[src/rtl/dct_pkg.sv]
// Shared constants and types for the DCT datapath sequencers.
package dct_pkg;

  localparam int DCT_N = 8;

  // Last sample / op index within one 8-point vector.
  localparam logic [2:0] LAST_IDX = 3'(DCT_N - 1);

  // Result index ranges: sums come first, then differences.
  localparam logic [2:0] SUM_IDX_FIRST  = 3'd0;
  localparam logic [2:0] SUM_IDX_LAST   = 3'd3;
  localparam logic [2:0] DIFF_IDX_FIRST = 3'd4;
  localparam logic [2:0] DIFF_IDX_LAST  = 3'd7;

  typedef enum logic {
    LOAD    = 1'b0,
    COMPUTE = 1'b1
  } dct_state_t;

  // Mirror partner of sample j in the first butterfly: 7 - j.
  function automatic logic [2:0] mirror_idx(input logic [1:0] j);
    return LAST_IDX - {1'b0, j};
  endfunction

endpackage

[src/rtl/dct_sample_buf.sv]
// 8-entry sample register file: one write port, two combinational read ports.
module dct_sample_buf
  import dct_pkg::*;
#(
  parameter int DW = 9
) (
  input  logic          clk,
  input  logic          we,
  input  logic [2:0]    wr_idx,
  input  logic [DW-1:0] wr_data,
  input  logic [2:0]    rd_idx_a,
  input  logic [2:0]    rd_idx_b,
  output logic [DW-1:0] rd_data_a,
  output logic [DW-1:0] rd_data_b
);

  logic [DW-1:0] mem [DCT_N];

  // Sample storage; contents are don't-care after reset so no reset term.
  always_ff @(posedge clk) begin
    if (we) begin
      mem[wr_idx] <= wr_data;
    end
  end

  assign rd_data_a = mem[rd_idx_a];
  assign rd_data_b = mem[rd_idx_b];

endmodule

[src/rtl/dct_stage1_seq.sv]
// First butterfly stage sequencer for the 8-point DCT. Buffers one vector,
// then drives a shared external adder for 8 cycles: four sums x[k]+x[7-k]
// (out_idx 0..3) followed by four differences x[k]-x[7-k] (out_idx 4..7).
//
// Handshakes: a transfer happens on a rising edge where valid and ready are
// both high. in_ready is high only in LOAD. out_valid, once raised, stays
// high with out_data/out_idx frozen until out_ready is seen; a new result may
// be registered in the same cycle the previous one is taken.
module dct_stage1_seq
  import dct_pkg::*;
#(
  parameter  int DW = 9,
  localparam int OW = DW + 1
) (
  input  logic          clk,
  input  logic          rst,
  input  logic          in_valid,
  output logic          in_ready,
  input  logic [DW-1:0] in_data,
  output logic [OW-1:0] add_a,
  output logic [OW-1:0] add_b,
  output logic          add_sub,
  input  logic [OW-1:0] add_sum,
  output logic          out_valid,
  input  logic          out_ready,
  output logic [OW-1:0] out_data,
  output logic [2:0]    out_idx,
  output logic          busy
);

  dct_state_t    state;
  dct_state_t    state_nxt;
  logic [2:0]    wr_idx;
  logic [2:0]    k;
  logic [1:0]    j;
  logic          accept;
  logic          capture;
  logic [DW-1:0] x_lo;
  logic [DW-1:0] x_hi;

  assign j       = k[1:0];
  assign accept  = (state == LOAD) && in_valid;
  assign capture = (state == COMPUTE) && (!out_valid || out_ready);

  dct_sample_buf #(
    .DW (DW)
  ) u_buf (
    .clk       (clk),
    .we        (accept),
    .wr_idx    (wr_idx),
    .wr_data   (in_data),
    .rd_idx_a  ({1'b0, j}),
    .rd_idx_b  (mirror_idx(j)),
    .rd_data_a (x_lo),
    .rd_data_b (x_hi)
  );

  // FSM state register; busy is the externally visible copy of the state.
  always_ff @(posedge clk or posedge rst) begin
    if (rst) begin
      state <= LOAD;
    end else begin
      state <= state_nxt;
    end
  end

  // Next state plus the adder operand / handshake outputs.
  always_comb begin
    state_nxt = state;
    in_ready  = 1'b0;
    busy      = 1'b0;
    add_a     = '0;
    add_b     = '0;
    add_sub   = 1'b0;
    case (state)
      LOAD: begin
        in_ready = 1'b1;
        if (accept && (wr_idx == LAST_IDX)) begin
          state_nxt = COMPUTE;
        end
      end
      COMPUTE: begin
        busy    = 1'b1;
        add_a   = {x_lo[DW-1], x_lo};
        add_b   = {x_hi[DW-1], x_hi};
        add_sub = (k >= DIFF_IDX_FIRST);
        if (capture && (k == DIFF_IDX_LAST)) begin
          state_nxt = LOAD;
        end
      end
      default: state_nxt = LOAD;
    endcase
  end

  // Write pointer for the sample buffer; wraps after the 8th accept.
  always_ff @(posedge clk or posedge rst) begin
    if (rst) begin
      wr_idx <= '0;
    end else if (accept) begin
      wr_idx <= wr_idx + 3'd1;
    end
  end

  // Op counter; advances only when a result is captured, so it holds on stall.
  always_ff @(posedge clk or posedge rst) begin
    if (rst) begin
      k <= '0;
    end else if (capture) begin
      k <= k + 3'd1;
    end
  end

  // Output register: capture the adder result, hold it until taken.
  always_ff @(posedge clk or posedge rst) begin
    if (rst) begin
      out_valid <= 1'b0;
      out_data  <= '0;
      out_idx   <= '0;
    end else if (capture) begin
      out_valid <= 1'b1;
      out_data  <= add_sum;
      out_idx   <= k;
    end else if (out_ready) begin
      out_valid <= 1'b0;
    end
  end

endmodule
[config.mk]
export PLATFORM = sky130hd
export DESIGN_NAME = dct_stage1_seq
export DESIGN_NICKNAME = d
export VERILOG_FILES = /design/src/rtl/dct_pkg.sv /design/src/rtl/dct_sample_buf.sv /design/src/rtl/dct_stage1_seq.sv
export SDC_FILE = /design/constraint.sdc
export NUM_CORES = 1
export LEC_CHECK = 0
export BUFFER_PORTS_ARGS = -buffer_cell sky130_fd_sc_hd__buf_2
export CAP_MARGIN = 20
export CORE_MARGIN = 2
export CORE_UTILIZATION = 32
export DETAILED_ROUTE_END_ITERATION = 7
export GPL_TIMING_DRIVEN = 0
export PLACE_DENSITY_LB_ADDON = 0.08
export SLEW_MARGIN = 10
export SYNTH_ARGS = -nofsm -noshare
export SYNTH_HDL_FRONTEND = slang
export SYNTH_SLANG_ARGS = --single-unit
[constraint.sdc]
create_clock -name clk -period 2.9 [get_ports clk]
set_clock_uncertainty 0.2 [all_clocks]
set_input_delay 0 -clock clk [delete_from_list [all_inputs] [get_ports clk]]
set_output_delay 0 -clock clk [all_outputs]
set_load 0.01 [all_outputs]
==> results of run 1 <==
[area by class of cell]
type	count	area [µm²]
repair buffers	87	561
flip-flops and latches	93	2690
well taps	143	179
fillers	1055	6610
clock inverters	7	66.3
multi-input cells	99	926
clock buffers	9	225
inverters	2	7.51
plain buffers	11	104
[through the flow]
| stage | hold slack, ps | utilization (%) | total power, W | area, µm² | setup TNS [ps] |
|---|---|---|---|---|---|
| after floorplan | -223 | - | 0.00299 | 3700 | 0 |
| after global placement | 30.1 | 36.7 | 0.00359 | 4170 | -1870 |
| after detailed placement | 18.2 | 37.3 | 0.00363 | 4240 | 0 |
| after CTS | 197 | 41.8 | 0.00480 | 4750 | 0 |
| after global routing | 218 | 41.8 | 0.00500 | 4760 | 0 |
| final | 159 | 41.8 | 0.00471 | 4760 | 0 |
[flip-flops by register name (all words and copies together) (netlist names)]
register / flops
k: 3
state: 1
out_data: 10
wr_idx: 3
u_buf.mem: 72
out_valid: 1
out_idx: 3
[cell families after synthesis]
kind of cell | share of synthesized area (%)
and+or+nand+nor | 3.32
adders and majority gates | 1.35
xor gates and xnor gates | 0.474
AOI/OAI and AO/OA | 3.35
muxes | 15.8
buffers and inverters | 3.01
DFF | 72.7
[power by group through the flow]
stage / registers (W) / clock network (W) / logic [W]
floorplan: 0.00189 / 0 / 0.00110
global placement: 0.00185 / 0 / 0.00173
detailed placement: 0.00186 / 0 / 0.00177
CTS: 0.00184 / 0.00117 / 0.00179
global route: 0.00187 / 0.00123 / 0.00190
finish: 0.00184 / 0.00113 / 0.00174
[cell usage in the layout (no fill, tap or decap), types with 5 or more instances in the layout]
master,count
sky130_fd_sc_hd__mux2_2,8
sky130_fd_sc_hd__mux2_4,9
sky130_fd_sc_hd__dlygate4sd3_1,22
sky130_fd_sc_hd__edfxtp_1,72
sky130_fd_sc_hd__dfrtp_1,21
sky130_fd_sc_hd__clkbuf_16,9
sky130_fd_sc_hd__mux2i_1,36
sky130_fd_sc_hd__buf_6,5
sky130_fd_sc_hd__buf_2,61
sky130_fd_sc_hd__buf_4,9
sky130_fd_sc_hd__o22ai_1,18
[routing by layer]
metal | track usage (%) | vias to the layer above | share of wire [%]
met3 | 3.21 | 7 | 3.4
met4 | 5.19 | 0 | 0.98
met5 | 0 | - | 0
met1 | 16.0 | 1030 | 45
li1 | - | 991 | -
met2 | 21.2 | 47 | 51
[synth_stat cells, types with 2 or more instances]
| cell | count | area (µm²) |
|---|---|---|
| sky130_fd_sc_hd__edfxtp_1 | 72 | 2160 |
| sky130_fd_sc_hd__mux2i_1 | 36 | 360 |
| sky130_fd_sc_hd__dfrtp_1 | 21 | 526 |
| sky130_fd_sc_hd__o22ai_1 | 18 | 113 |
| sky130_fd_sc_hd__mux2_4 | 9 | 135 |
| sky130_fd_sc_hd__mux2_2 | 8 | 90.1 |
| sky130_fd_sc_hd__buf_6 | 5 | 56.3 |
| sky130_fd_sc_hd__ha_1 | 4 | 50.1 |
| sky130_fd_sc_hd__nor3_1 | 4 | 20.0 |
| sky130_fd_sc_hd__buf_4 | 3 | 22.5 |
| sky130_fd_sc_hd__nand2_1 | 3 | 11.3 |
| sky130_fd_sc_hd__nor2_1 | 3 | 11.3 |
| sky130_fd_sc_hd__buf_2 | 2 | 10.0 |
| sky130_fd_sc_hd__inv_1 | 2 | 7.51 |
[critical path, stage by stage, from the launching register on]
cell and delay [ps]:
sky130_fd_sc_hd__dfrtp_1 450, sky130_fd_sc_hd__buf_6 180, sky130_fd_sc_hd__inv_1 110, sky130_fd_sc_hd__nand2_1 120
sky130_fd_sc_hd__nor2_1 830
[worst min path at each step]
| stage | start | endpoint | slack (ps) | depth (start not counted) |
|---|---|---|---|---|
| 4_1_cts | rst | out_idx[2] | 200 | 3 |
| 6_report | rst | state | 160 | 3 |
| 2_1_floorplan | rst | k[0] | -220 | 1 |
| 3_5_place_dp | rst | out_data[1] | 20 | 2 |
| 5_1_grt | add_sum[1] | out_data[1] | 220 | 3 |
| 3_3_place_gp | rst | out_data[9] | 30 | 2 |
==> results.txt, run 1 <==
- STA puts the critical path data required time at 2650 ps.
- Clock insertion delay at the later pin of the skew report: 340 ps
- Net Sw Power: 0.00152 W
* Root Buffer: sky130_fd_sc_hd__clkbuf_16
- Final setup violation count: 0
- Die X: 112 µm
* Total Routed Length: 7.55 mm
- The number of gates resized after CTS was 0.
* Maxcap violations: 0
- Seq/Total Area, Yosys: 72.7%
* Clock group share of total power: 24.0%
- In this run the tool buffered the top-level ports with 59 buffer cells.
- In this run the worst path has a maximum fanout of 10.
- After the flow finishes, the layout carries non-filler instances totaling 451.
* Detailed-placement wirelength estimate: 4.79 mm
* Starting density of the core: 32.5%
- Pre-CTS setup slack: 563 ps
- In this run, the combinational gates consume 37.0% of the power.
- Max-Slew Margin vs Limit: 30.1%
- Site row count: 39
* Int Power: 0.00319 W
- Relative to the synthesized area, the layout overhead comes to 28.6%.
- Depth of the most critical reg-to-reg path: 4
* Clk buf depth: 2
* Share of total power consumed by net switching: 32.3%
* RSZ-0062 raised after global routing: false
- Total power divided by cell area: 990 mW/mm²
* Drt wl/cell: 16.7 µm
- Result of the run: complete, no violations
- Worst hold path type: in2async
- Type of the setup path with the least slack: reg2reg
- Critical path arrival: 2040 ps
- Following the worst setup path forward leads to its endpoint at u_buf.mem[4][4].
* Remaining global-route overflow: 0
- The H-tree was split into 3 levels.
- Leak: 1.92 nW
* First-pass iteration count of the detailed router: 4
- Clock buffers created by TritonCTS: 9
* Post-Synthesis Cells: 205
- The core region is 0.0114 mm².
* Kind of capture point of the worst setup path: register
- GRT Resource Usage Total: 12.8%
- After the last flow step, the layout net total stands at 330.
- Clock-pin slew was measured on the worst setup and hold paths at 70 ps.
- Max Clock Freq: 438 MHz
- TritonCTS built the clock tree.
- Setup slack on the worst reg-to-reg path comes out at 620 ps.
- Ys async rst share: 22.6%
- Counting flops with a built-in enable in the synthesized netlist gives 72.
- Reg-to-Reg Start: state
- After synthesis, the netlist uses 29 different library cells.
- A synthesized cell averages 18.0 µm².
* Drt drc: 0
- The number of max-slew violations in the final report was 0.
- Ant diodes: 0
- The final hold violation count is 0.
- Counting every sink on the clock net gives 93.
* Syn nets: 232
- In the synthesized netlist the dominant register cell turns out to be sky130_fd_sc_hd__edfxtp_1.
* Launch point of the worst path: state
- In this run, the number of DRC markers left after iteration 0 of detailed routing was 88.
- Of the cells placed in the final design, the portion with a size suffix greater than 1 is 38.3%.
- The worst-case IR drop observed on VDD is 0.358 mV.
* Synth Cell Area: 0.00370 mm²
* Number of hold buffers added after CTS: 22
* Worst setup slack after layout: 615 ps
* Vias in the first global route: 2135
- In this run the remaining antenna-violating nets after routing total 0.
- Yosys warning total: 0
- In this run, flip-flops and latches consume 39.0% of the power.
- Min cycle time layout: 2280 ps
- Area of the die: 0.0124 mm²
* Number of storage elements in the synthesis netlist: 93
- The first global-routing pass estimated 11.8 mm of wire.
- Routability Congestion: 0.691
- Nature of the critical path startpoint: register
- Pin placement for this block handled 60 I/O pins.
* Transition time of the tightest slew-check pin: 1050 ps
- Routed vias: 2075
- Fraction of the cycle the final worst path needs: 78.8%
* Maximum number of pins on one net before global-route repair: 22
* Initial antenna violation count: 0
- # Post-CTS Setup Buffers: 0
- After detailed routing, the number of vias per cell comes to 4.60.
- The endpoint identified for the worst register-to-register timing path is u_buf.mem[4][4].
- DIE HEIGHT: 112 µm
- Counting tap cells, the placed design contains a total of 412 instances.
Note: power is estimated with default switching activity, not from simulation.
==> run 2: changes to the inputs <==
clock period = 1.9 ns   (was 2.9 ns; I/O delays follow)
==> run 2 against run 1 <==
  * Critical path depth decreased by 1
  * Worst setup slack lost 550 ps
  * Hold slack better by 21 ps
  * Largest cell class unchanged
  * Largest power group is now combinational logic
==> results.txt, run 2 (same netlist as run 1, synthesis figures left out) <==
* Result of the run: complete, no violations
- Initial antenna violation count: 0
* Min cycle time layout: 1830 ps
- Clock-pin slew was measured on the worst setup and hold paths at 70 ps.
- The number of max-slew violations in the final report is 0.
* Maximum number of pins on one net before global-route repair: 22
- Endpoints failing hold: 0
* Worst IR Drop VDD: 0.670 mV
- Post-route antenna net violation count: 0
* Clock insertion delay at the later pin of the skew report: 330 ps
- Drt wl/cell: 17.1 µm
* Flop2flop setup slack: 70 ps
- At the end of routability-driven placement, the weighted congestion stood at 0.689.
- The via count of the first global-routing pass is 2193.
- Crit Reg-Reg Endpoint: u_buf.mem[0][5]
- After detailed placement, the design holds a cell count of 410.
- Final Hold Slack: 180 ps
- Nature of the critical path startpoint: register
* Via count normalized by instance count: 4.56
- The count of buffers added on input and output ports is 59.
* Final net count: 338
* Sink Count: 93
* Max FFs per register: 72
- Boundary Pins: 60
* CTS H-Tree Depth: 3
* Clock buffers created by TritonCTS: 9
* Drt drc: 0
- Total Routed Length: 7.85 mm
- Library cell contributing the largest single delay on the critical path: sky130_fd_sc_hd__dfrtp_1
* Registers with the most flip-flops: u_buf.mem (72), out_data (10)
* Reg-to-Reg Start: wr_idx[1]
- Max-Slew Margin vs Limit: 45.1%
- CORE AREA: 0.0114 mm²
* Number of standard cells in the final layout excluding fillers: 459
- Die X: 112 µm
* First-iteration detailed-routing DRC count: 61
- Of all nets on the critical path, the largest fanout is 9.
- Site row count: 39
- The tool flagged a number of max-cap violations equal to 0.
- In this run the vertical extent of the chip is 112 µm.
* Register containing the most flip-flops in the final layout: u_buf.mem
* Starting density of the core: 32.5%
- At the pin with the least slew margin, the transition time is 823 ps.
- On the worst path, the slowest cell contributes a delay of 490 ps.
* Layout cell share with drive strength beyond 1: 44.0%
* Clock tree from TritonCTS: done
* CP required: 1740 ps
- Kind of capture point of the worst setup path: register
* Detailed-placement wirelength estimate: 5.02 mm
* Root Buffer: sky130_fd_sc_hd__clkbuf_16
- Fraction of the cycle the final worst path needs: 96.5%
* Critical path arrival: 1680 ps
- Most common cell after layout, fill and taps aside: sky130_fd_sc_hd__edfxtp_1
- GRT Resource Usage Total: 13.4%
- In the layout the commonest cells are 72 x sky130_fd_sc_hd__edfxtp_1, 58 x sky130_fd_sc_hd__buf_2, 34 x sky130_fd_sc_hd__mux2i_1.
- Area of the die: 0.0124 mm²
- The total overflow left after global routing is 0.
- Counting cells, the worst reg-to-reg path comes to 3.
- Leak: 2.00 nW
* Ant diodes: 0
- The first global-routing pass estimated 12.3 mm of wire.
- The worst setup path is of the reg2reg kind.
* Area grow syn2layout: 35.3%
* Clk buf depth: 2
- The path class of the tightest hold or removal check is in2async.
- In this run the power density over the cells is 1510 mW/mm².
* Launch point of the worst path: wr_idx[1]
- Max Clock Freq: 546 MHz
* Final setup violation count: 0
- Number of filler instances in the final layout: 1013
- The first detailed-routing pass took 4 iterations.
* Ordered cell list for the critical path: or3b_4 -> nor3_4 -> buf_12
- Detailed routing inserted a total of 2095 vias.
==> run 2: changes by cell type in the layout (fill, tap and decap cells not counted), moves of 3 or more <==
cell,previous run,this run
sky130_fd_sc_hd__nor2_4,0,3
sky130_fd_sc_hd__buf_12,0,5
sky130_fd_sc_hd__nor3_2,4,0
sky130_fd_sc_hd__o22ai_2,0,5
sky130_fd_sc_hd__nor2_1,3,0
sky130_fd_sc_hd__buf_2,61,58
sky130_fd_sc_hd__buf_6,5,10
sky130_fd_sc_hd__o22ai_1,18,13
sky130_fd_sc_hd__nor3_4,0,4
sky130_fd_sc_hd__clkinv_2,4,1
==> run 2: per-stage QoR <==
stage	utilization [%]	setup TNS (ps)	instance area, µm²	power [W]	setup slack (ps)
2_1_floorplan	-	-426	3710	0.00458	-23.7
3_3_place_gp	36.8	-36000	4190	0.00549	-819
3_5_place_dp	37.3	-17170	4240	0.00557	-442
4_1_cts	42.8	-3250	4860	0.00746	-192
5_1_grt	44.0	-4.20	5000	0.00800	-4.20
6_report	44.0	0	5000	0.00754	67.0
==> run 2: worst max-delay path by stage <==
stage                            to
floorplan           u_buf.mem[2][0]
global placement    u_buf.mem[3][5]
detailed placement  u_buf.mem[4][4]
CTS                 u_buf.mem[6][4]
global route               add_b[6]
finish              u_buf.mem[0][5]
==> run 2: where the power goes <==
part / leakage (nW) / internal (W) / switching (W) / total, W
Combinational: 0.973 / 0.00152 / 0.00154 / 0.00306
Sequential: 0.893 / 0.00258 / 0.000261 / 0.00284
Clock: 0.129 / 0.000896 / 0.000741 / 0.00164
Total: 2.00 / 0.00499 / 0.00254 / 0.00754
==> run 2: worst max-delay path, delay by kind of cell (launching register included) <==
family,cells,cell delay (ps)
AND/OR/NAND/NOR,2,690
buffers and inverters,1,170
flip-flops,1,490
==> run 2: repair_timing <==
action,4_1_cts,5_1_grt
buffers inserted,6,5
gates resized for setup,14,16
endpoints found under the hold margin,106,0
hold buffers,22,0
pin swaps,1,4
setup endpoints to repair,52,58
==> run 2: layout make-up <==
type / count / area [µm²] / share of cell area (%)
Timing Repair Buffer: 95 / 692 / 13.8
Clock inverter: 6 / 46.3 / 0.925
Tap cell: 143 / 179 / 3.58
Sequential cell: 93 / 2690 / 53.8
Inverter: 2 / 7.51 / 0.150
Clock buffer: 10 / 229 / 4.58
Buffer: 11 / 121 / 2.42
Multi-Input combinational cell: 99 / 1040 / 20.8
==> run 2: layer usage <==
metal	share of wire (%)	GRT usage [%]	vias up
met1	46	17.7	1027
met4	0.92	3.46	0
met5	0	0	-
met2	50	22.2	52
met3	3.7	3.48	8
li1	-	-	1008
